File: config.mk
export PLATFORM = sky130hd
export DESIGN_NAME = fetch_unit
export DESIGN_NICKNAME = d
export VERILOG_FILES = /design/src/rtl/fetch_unit_pkg.sv /design/src/rtl/fetch_unit_fifo.sv /design/src/rtl/fetch_unit.sv
export SDC_FILE = /design/constraint.sdc
export NUM_CORES = 1
export LEC_CHECK = 0
export CORE_ASPECT_RATIO = 0.8
export CORE_MARGIN = 2
export CORE_UTILIZATION = 25
export DETAILED_ROUTE_END_ITERATION = 10
export PLACE_DENSITY = 0.57
export RECOVER_POWER = 25
export SLEW_MARGIN = 25
export SYNTH_ARGS = -nofsm -noshare
export SYNTH_HDL_FRONTEND = slang
export SYNTH_SLANG_ARGS = --single-unit
File: constraint.sdc
create_clock -name clk -period 7.2 [get_ports clk]
set_input_delay 0.72 -clock clk [delete_from_list [all_inputs] [get_ports clk]]
set_output_delay 0.72 -clock clk [all_outputs]
set_load 0.02 [all_outputs]
File: src/rtl/fetch_unit_pkg.sv
// Shared constants for the instruction-fetch front end.
// Optional feature macro: FETCH_BYPASS_EN (see fetch_unit.sv).
package fetch_unit_pkg;

    localparam int              XLEN        = 32;
    localparam logic [XLEN-1:0] RESET_PC    = 32'h0000_0000;
    localparam int              INSTR_BYTES = 4;
    localparam logic [XLEN-1:0] NOP_INSTR   = 32'h0000_0013;

endpackage

File: src/rtl/fetch_unit_fifo.sv
// Instruction buffer: DEPTH-entry synchronous FIFO of {pc, instr}.
// Flush empties the buffer at the clock edge and overrides push/pop.
module fetch_fifo #(
    parameter int W     = 64,
    parameter int DEPTH = 2
) (
    input  logic                     clk,
    input  logic                     rst,
    input  logic                     push_i,
    input  logic                     pop_i,
    input  logic                     flush_i,
    input  logic [W-1:0]             wdata_i,
    output logic [W-1:0]             head_o,
    output logic [$clog2(DEPTH):0]   count_o
);

    localparam int AW = $clog2(DEPTH);

    logic [W-1:0]  mem_q [DEPTH];
    logic [AW-1:0] rd_q;
    logic [AW-1:0] wr_q;
    logic [AW:0]   cnt_q;
    logic [AW:0]   cnt_d;

    always_comb begin
        cnt_d = cnt_q;
        unique case ({push_i, pop_i})
            2'b10:   cnt_d = cnt_q + 1'b1;
            2'b01:   cnt_d = cnt_q - 1'b1;
            default: cnt_d = cnt_q;
        endcase
    end

    always_ff @(posedge clk or posedge rst) begin
        if (rst) begin
            rd_q  <= '0;
            wr_q  <= '0;
            cnt_q <= '0;
        end else if (flush_i) begin
            rd_q  <= '0;
            wr_q  <= '0;
            cnt_q <= '0;
        end else begin
            if (push_i) wr_q <= wr_q + 1'b1;
            if (pop_i)  rd_q <= rd_q + 1'b1;
            cnt_q <= cnt_d;
        end
    end

    always_ff @(posedge clk) begin
        if (push_i && !flush_i) mem_q[wr_q] <= wdata_i;
    end

    assign head_o  = mem_q[rd_q];
    assign count_o = cnt_q;

endmodule

File: src/rtl/fetch_unit.sv
// Fetch front end: owns the PC, drives a 1-cycle imem, buffers {instr, pc}.
// Macro FETCH_BYPASS_EN: present a response straight through when the buffer is empty.
module fetch_unit #(
    parameter int              XLEN     = fetch_unit_pkg::XLEN,
    parameter logic [XLEN-1:0] RESET_PC = fetch_unit_pkg::RESET_PC,
    parameter int              DEPTH    = 2
) (
    input  logic            clk,
    input  logic            rst,
    output logic            imem_en,
    output logic [XLEN-1:0] imem_addr,
    input  logic [XLEN-1:0] imem_rdata,
    input  logic            redirect_valid,
    input  logic [XLEN-1:0] redirect_pc,
    output logic            out_valid,
    input  logic            out_ready,
    output logic [XLEN-1:0] out_instr,
    output logic [XLEN-1:0] out_pc
);

    import fetch_unit_pkg::*;

    localparam int              CW   = $clog2(DEPTH) + 1;
    localparam logic [XLEN-1:0] STEP = XLEN'(INSTR_BYTES);

    logic [XLEN-1:0]   pc_q;
    logic [XLEN-1:0]   pc_d;
    logic [XLEN-1:0]   req_pc_q;
    logic [XLEN-1:0]   base;
    logic              inflight_q;
    logic [CW-1:0]     count;
    logic [CW:0]       occ;
    logic [2*XLEN-1:0] head;
    logic [2*XLEN-1:0] sel;
    logic              empty;
    logic              resp_ok;
    logic              push;
    logic              pop;
    logic              deq;

    assign empty = (count == '0);
    // A response landing in a redirect cycle is stale; the flush discards it.
    assign resp_ok = inflight_q & ~redirect_valid;

`ifdef FETCH_BYPASS_EN
    assign out_valid = ~redirect_valid & (~empty | resp_ok);
    assign sel       = empty ? {req_pc_q, imem_rdata} : head;
    assign push      = resp_ok & ~(empty & out_ready);
    assign pop       = deq & ~empty;
`else
    assign out_valid = ~redirect_valid & ~empty;
    assign sel       = head;
    assign push      = resp_ok;
    assign pop       = deq;
`endif

    assign deq = out_valid & out_ready;
    assign {out_pc, out_instr} = out_valid ? sel : '0;

    assign occ = {1'b0, count} + (CW+1)'(inflight_q) - (CW+1)'(deq);
    assign imem_en = ~rst & (redirect_valid | (occ < (CW+1)'(DEPTH)));
    assign base = redirect_valid ? redirect_pc : pc_q;
    assign imem_addr = {base[XLEN-1:2], 2'b00};
    assign pc_d = imem_addr + STEP;

    always_ff @(posedge clk or posedge rst) begin
        if (rst) begin
            pc_q       <= RESET_PC;
            req_pc_q   <= '0;
            inflight_q <= 1'b0;
        end else begin
            inflight_q <= imem_en;
            if (imem_en) begin
                pc_q     <= pc_d;
                req_pc_q <= imem_addr;
            end
        end
    end

    fetch_fifo #(
        .W     (2*XLEN),
        .DEPTH (DEPTH)
    ) u_fifo (
        .clk     (clk),
        .rst     (rst),
        .push_i  (push),
        .pop_i   (pop),
        .flush_i (redirect_valid),
        .wdata_i ({req_pc_q, imem_rdata}),
        .head_o  (head),
        .count_o (count)
    );

endmodule

==> results of run 1 <==
==> registers in the layout (all words and copies together), names as in the netlist <==
name / flops
pc_q: 30
u_fifo.wr_q: 1
u_fifo.mem_q: 124
inflight_q: 1
u_fifo.count_o: 2
req_pc_q: 30
u_fifo.rd_q: 1
==> area by class of cell <==
class,instances,share of cell area (%)
inverters,19,0.643
multi-input cells,441,25.5
clock inverters,15,1.69
flip-flops and latches,189,48.3
clock buffers,17,3.84
repair buffers,169,15.1
well taps,434,4.90
==> layout by cell type, fill, tap and decap left out, types with 7 or more instances in the layout <==
cell	count
dlygate4sd3_1	22
nand3_1	16
mux2_2	17
mux2i_1	73
buf_4	8
xnor2_1	13
nand3b_1	7
clkdlybuf4s50_1	136
o21ai_0	26
clkbuf_16	17
edfxtp_1	124
a21oi_1	10
inv_1	17
nor2_1	75
nand2_1	105
nand4_1	11
dfrtp_1	64
==> metrics by stage <==
stage          worst slack [ns]  cells
2_1_floorplan             0.592    691
5_1_grt                    1.36   1284
3_5_place_dp               1.93   1251
3_3_place_gp               1.92   1251
4_1_cts                    1.65   1283
6_report                   1.82   1284
==> routing by layer <==
| layer | part of all wire [%] | GRT usage [%] | up-vias |
|---|---|---|---|
| met2 | 44 | 18.4 | 158 |
| met5 | 0 | 0 | - |
| met3 | 7.1 | 4.51 | 10 |
| li1 | - | - | 2766 |
| met4 | 0.70 | 3.20 | 0 |
| met1 | 48 | 17.0 | 2738 |
==> how the worst min path moves through the flow <==
| stage | slack, ns | cells after the start | from | endpoint |
|---|---|---|---|---|
| after global placement | 0.45 | 0 | req_pc_q[15]$_DFFE_PP0P_ | u_fifo.mem_q[0][45]$_DFFE_PP_ |
| after floorplan | 0.44 | 0 | req_pc_q[3]$_DFFE_PP0P_ | u_fifo.mem_q[0][33]$_DFFE_PP_ |
| final | 0.47 | 0 | req_pc_q[20]$_DFFE_PP0P_ | u_fifo.mem_q[1][50]$_DFFE_PP_ |
| after detailed placement | 0.45 | 0 | req_pc_q[14]$_DFFE_PP0P_ | u_fifo.mem_q[0][44]$_DFFE_PP_ |
| after global routing | 0.48 | 0 | req_pc_q[26]$_DFFE_PP0P_ | u_fifo.mem_q[1][56]$_DFFE_PP_ |
| after CTS | 0.47 | 0 | req_pc_q[14]$_DFFE_PP0P_ | u_fifo.mem_q[1][44]$_DFFE_PP_ |
==> cell families (layout without fill, tap and decap cells) <==
family / after synthesis / count (layout)
multiplexers: 91 / 91
buffers and inverters: 61 / 220
AND/OR/NAND/NOR: 248 / 248
adder cells (fa/ha/maj): 3 / 3
flip-flops: 189 / 189
AO/OA/AOI/OAI: 76 / 76
other: 1 / 4
XOR/XNOR: 19 / 19
==> critical path: stages (launching register included) <==
cell and delay, ns:
dfrtp_1 0.47, nor2_1 0.13, or2_2 0.11, buf_4 0.59, inv_1 0.12, nand2_1 0.13, inv_1 0.05, ha_1 0.25
nand2b_1 0.15, fa_1 0.38, xnor2_1 0.14, a21oi_1 0.14, or2_2 0.36, inv_2 0.46, clkdlybuf4s50_1 0.72
==> report_power, final <==
group          internal, W  switching [W]  total (W)
logic             0.000237       0.000321   0.000558
registers          0.00132      0.0000869    0.00141
clock network     0.000504       0.000466   0.000970
==> metrics.yaml, run 1 <==
ios: 166
power_w: 0.00293
yosysUniqueCellTypes: 57
drive_gt1_share_pct: 8.59
rsz0062_at_grt: "false"
r2r-start: "u_fifo.count_o[1]$_DFFE_PP0P_"
grt_use_total_pct: 12.4
first_pass_iters: 5
grt_pass1_vias: 5432
area_delta_synth_final_pct: 31.3
synth_compound_area_share_pct: 5.87
power-per-cell-area_nw_per_um2: 265
synth.top_cells.by_count: "edfxtp_1 (124), nand2_1 (105), nor2_1 (75)"
startpoint: "u_fifo.count_o[1]$_DFFE_PP0P_"
cts-htree-levels: 4
die-area_um2: 35300
grt.overflow.total: 0
critical_path_required_ns: 6.48
gp_congestion: 0.741
final_area_um2: 11100
coreArea_um2: 33400
hp-class: "flop to flop"
drcViolationCount: 0
crit_path_end_kind: "output pin"
startpoint_type: "flop"
multi_input_comb_area_um2: 2830
io_buffers: 159
r2r_cells: 15
fin_crit_ns: 5.38
vias_per_cell: 4.42
critPathArrivalTime_ns: 4.66
rows: 60
antennaDiodeCount: 0
wl_per_cell_um: 16.7
slew_headroom_pct: 23.5
synth_top_family_by_area: "simple AND/OR/NAND/NOR gates"
yosys.area.top_type: "edfxtp_1"
cts_tree: "done"
drv_slew: 0
fin_crit_sh_pct: 74.7
cts_setup_buffers: 0
ctsResizeCount: 0
hold_buffers: 0
ys_ff_latch: 189
grt_antenna_before_repair: 0
synth_xor_area_share_pct: 1.97
cts_sinks: 189
rrSetupSlack_ns: 2.90
cts_buffers: 17
root_buffer: "clkbuf_16"
vias: 5672
antenna_left: 0
crit_end: "imem_en"
async_flop_share_pct: 34.4
die_w_um: 209
yosysMostFrequentCell: "edfxtp_1"
yosys-top-cells-area: "edfxtp_1 (44%), dfrtp_1 (19%), mux2i_1 (8.7%)"
muxShareOfSynthArea_pct: 11.1
power.leakage_nw: 4.03
postRouteWirelength_um: 21500
peakVddDrop_mv: 0.135
avgSynthCellArea_um2: 12.3
cp_max_fo: 63
synth_area_um2: 8440
synth_flop_cell: "edfxtp_1"
clock_path_buffers: 2
fillers: 3318
reg2reg_to: "pc_q[2]$_DFFE_PP0P_"
synthSimpleGateAreaFrac_pct: 13.8
synth_fa_ha_area_share_pct: 0.534
worst_slew_pin_slew_ns: 1.15
maxCapViolations: 0
fin_hold_ws_ns: 0.469
postPlaceCellArea_um2: 10400
clock_skew_ns: 0.0190
hold_violations: 0
yosysSeqAreaShare_pct: 63.4
outcome: "completed"
nets: 908
fmax_mhz: 186
initial_core_util_pct: 25.3
synth-edff-count: 124
fin_tns_setup_ns: 0
yosysTopAreaCellShare_pct: 44.1
dp_hpwl_um: 14000
insertion_delay_ns: 0.44
yosysWarningCount: 0
initialDrtViolationCount: 341
setup_violations: 0
die_y_um: 168
grt_max_degree: 96
synth_cells: 688
cts.clk_slew.worst_paths_ns: 0.08
utilization_pct: 33.2
path_class: "flop to output pin"
seqCellArea_um2: 5350
grt_pass1_wl_um: 33000
Power figures use the tool's default switching activity.
==> inputs of run 2 (changes only) <==
==> constraint.sdc (replaced) <==
create_clock -name clk -period 5.1 [get_ports clk]
set_input_delay 0.51 -clock clk [delete_from_list [all_inputs] [get_ports clk]]
set_output_delay 0.51 -clock clk [all_outputs]
set_load 0.02 [all_outputs]
==> metrics.yaml, run 2 (synthesis results as in run 1) <==
fin_crit_sh_pct: 78.7
die_w_um: 209  # unchanged
regMostFlops: "u_fifo.mem_q"
die-area_um2: 35300  # unchanged
crit_path_end_kind: "output pin"
worst_slew_pin_slew_ns: 0.925  # -0.222 ns
reg.largest.list: "u_fifo.mem_q: 124 flops, pc_q: 30 flops, req_pc_q: 30 flops"
clock_path_buffers: 2  # unchanged
grt_max_degree: 76  # -21%
first_pass_iters: 5  # unchanged
area_delta_synth_final_pct: 31.5
nets: 912  # +0.44%
drv_slew: 0  # unchanged
grt_pass1_wl_um: 34300  # +4.1%
power.leakage_nw: 4.04  # +0.41%
hold_buffers: 0  # unchanged
critical_path_required_ns: 4.59  # -1.89 ns
fin_tns_setup_ns: 0  # unchanged
cts.clk_slew.worst_paths_ns: 0.08  # about the same
clock_skew_ns: 0.0157  # -0.00334 ns
rows: 60  # unchanged
die_y_um: 168  # unchanged
antennaDiodeCount: 0  # unchanged
startpoint: "u_fifo.count_o[1]$_DFFE_PP0P_"
highest_layer: "met4"
startpoint_type: "flop"
gp_congestion: 0.752  # +1.5%
fmax_mhz: 249
hold_violations: 0  # unchanged
cts_tree: "done"
cts_setup_buffers: 0  # unchanged
drt-met1-wl_um: 11200  # +8.6%
root_buffer: "clkbuf_16"
initial_core_util_pct: 25.3  # unchanged
drive_gt1_share_pct: 9.25  # +0.66 points
insertion_delay_ns: 0.45  # about the same
cts-htree-levels: 4  # unchanged
ctsResizeCount: 0  # unchanged
peakVddDrop_mv: 0.222  # +64%
vias: 5699  # +0.48%
vias_per_cell: 4.42  # +0.16%
final_cell_mix: "clkdlybuf4s50_1 (129), edfxtp_1 (124), nand2_1 (105)"
final_area_um2: 11100  # +0.10%
slew_headroom_pct: 38.3  # +15 points
wl_per_cell_um: 17.1  # +2.4%
power-per-cell-area_nw_per_um2: 373  # +41%
grt_pass1_vias: 5672  # +4.4%
antenna_left: 0  # unchanged
cts_buffers: 17  # unchanged
grt_use_total_pct: 12.9  # +0.49 points
r2r-start: "u_fifo.count_o[1]$_DFFE_PP0P_"
ios: 166  # unchanged
drcViolationCount: 0  # unchanged
largest_reg_flops: 124  # unchanged
path_class: "flop to output pin"
coreArea_um2: 33400  # unchanged
hp-class: "flop to flop"
dr_wl_met3_um: 1030  # -33%
grt_antenna_before_repair: 0  # unchanged
rsz0062_at_grt: "false"
cp_max_fo: 7  # -89%
dr_wl_met2_um: 9540  # +0.57%
grt.overflow.total: 0  # unchanged
final_common_cell: "clkdlybuf4s50_1"
fin_crit_ns: 4.02
postPlaceCellArea_um2: 10500  # +0.42%
rrSetupSlack_ns: 1.50  # -1.40 ns
cts_sinks: 189  # unchanged
initialDrtViolationCount: 349  # +2.3%
outcome: "completed"
setup_violations: 0  # unchanged
hp-start: "req_pc_q[23]$_DFFE_PP0P_"
critPathArrivalTime_ns: 3.51  # -1.15 ns
dp_hpwl_um: 14900  # +6.6%
postRouteWirelength_um: 22100  # +2.7%
io_buffers: 159  # unchanged
maxCapViolations: 0  # unchanged
[run 2: cell types whose count changed in the layout (fill, tap and decap cells not counted), sizes merged]
| cell | before | now |
|---|---|---|
| buf | 10 | 15 |
| bufinv | 1 | 0 |
| clkdlybuf4s50 | 136 | 129 |
| dlygate4sd3 | 22 | 29 |
[run 2: area by class of cell]
| cell class | instances | area (um2) |
|---|---|---|
| Clock inverter | 14 | 165 |
| Tap cell | 434 | 543 |
| Clock buffer | 18 | 439 |
| Multi-Input combinational cell | 441 | 2830 |
| Fill cell | 3347 | 22300 |
| Inverter | 19 | 73.8 |
| Sequential cell | 189 | 5350 |
| Timing Repair Buffer | 173 | 1690 |
[run 2: critical path: stages (launching register included)]
cell and delay [ns]:
dfrtp_1 0.49, nor2_1 0.07, or2_2 0.29, inv_1 0.08, nand2_1 0.07, inv_1 0.06, ha_1 0.21, nand2b_1 0.15
fa_1 0.39, xnor2_1 0.15, a21oi_1 0.10, or2_2 0.34, inv_2 0.07, clkdlybuf4s50_1 0.60
[run 2: metal layers]
metal / up-vias / global-route usage [%]
met5: - / 0
met4: 0 / 3.63
met3: 22 / 3.28
met2: 137 / 19.3
met1: 2772 / 18.3
li1: 2768 / -
[run 2: metrics by stage]
| stage | power, W | hold slack, ns | cells | setup slack (ns) | util, % |
|---|---|---|---|---|---|
| 2_1_floorplan | 0.00247 | 0.442 | 691 | 0.898 | - |
| 3_3_place_gp | 0.00282 | 0.450 | 1256 | 1.39 | 31.4 |
| 3_5_place_dp | 0.00284 | 0.458 | 1256 | 1.34 | 31.4 |
| 4_1_cts | 0.00421 | 0.471 | 1288 | 1.05 | 33.2 |
| 5_1_grt | 0.00436 | 0.481 | 1288 | 0.871 | 33.2 |
| 6_report | 0.00414 | 0.466 | 1288 | 1.08 | 33.2 |
[run 2: power breakdown]
part	switching (W)	total, W	internal (W)
Sequential	0.000143	0.00200	0.00186
Clock	0.000676	0.00135	0.000675
Combinational	0.000445	0.000783	0.000339
Total	0.00126	0.00414	0.00287
[run 2: path summary, 6_finish.rpt]
path,endpoint,cells past startpoint
max,imem_en,13
min,u_fifo.mem_q[1][53]$_DFFE_PP_,0
max reg2reg,pc_q[12]$_DFFE_PP0P_,15
min reg2reg,u_fifo.mem_q[1][53]$_DFFE_PP_,0
max in group asynchronous,pc_q[8]$_DFFE_PP0P_,3
min in group asynchronous,u_fifo.count_o[0]$_DFFE_PP0P_,2
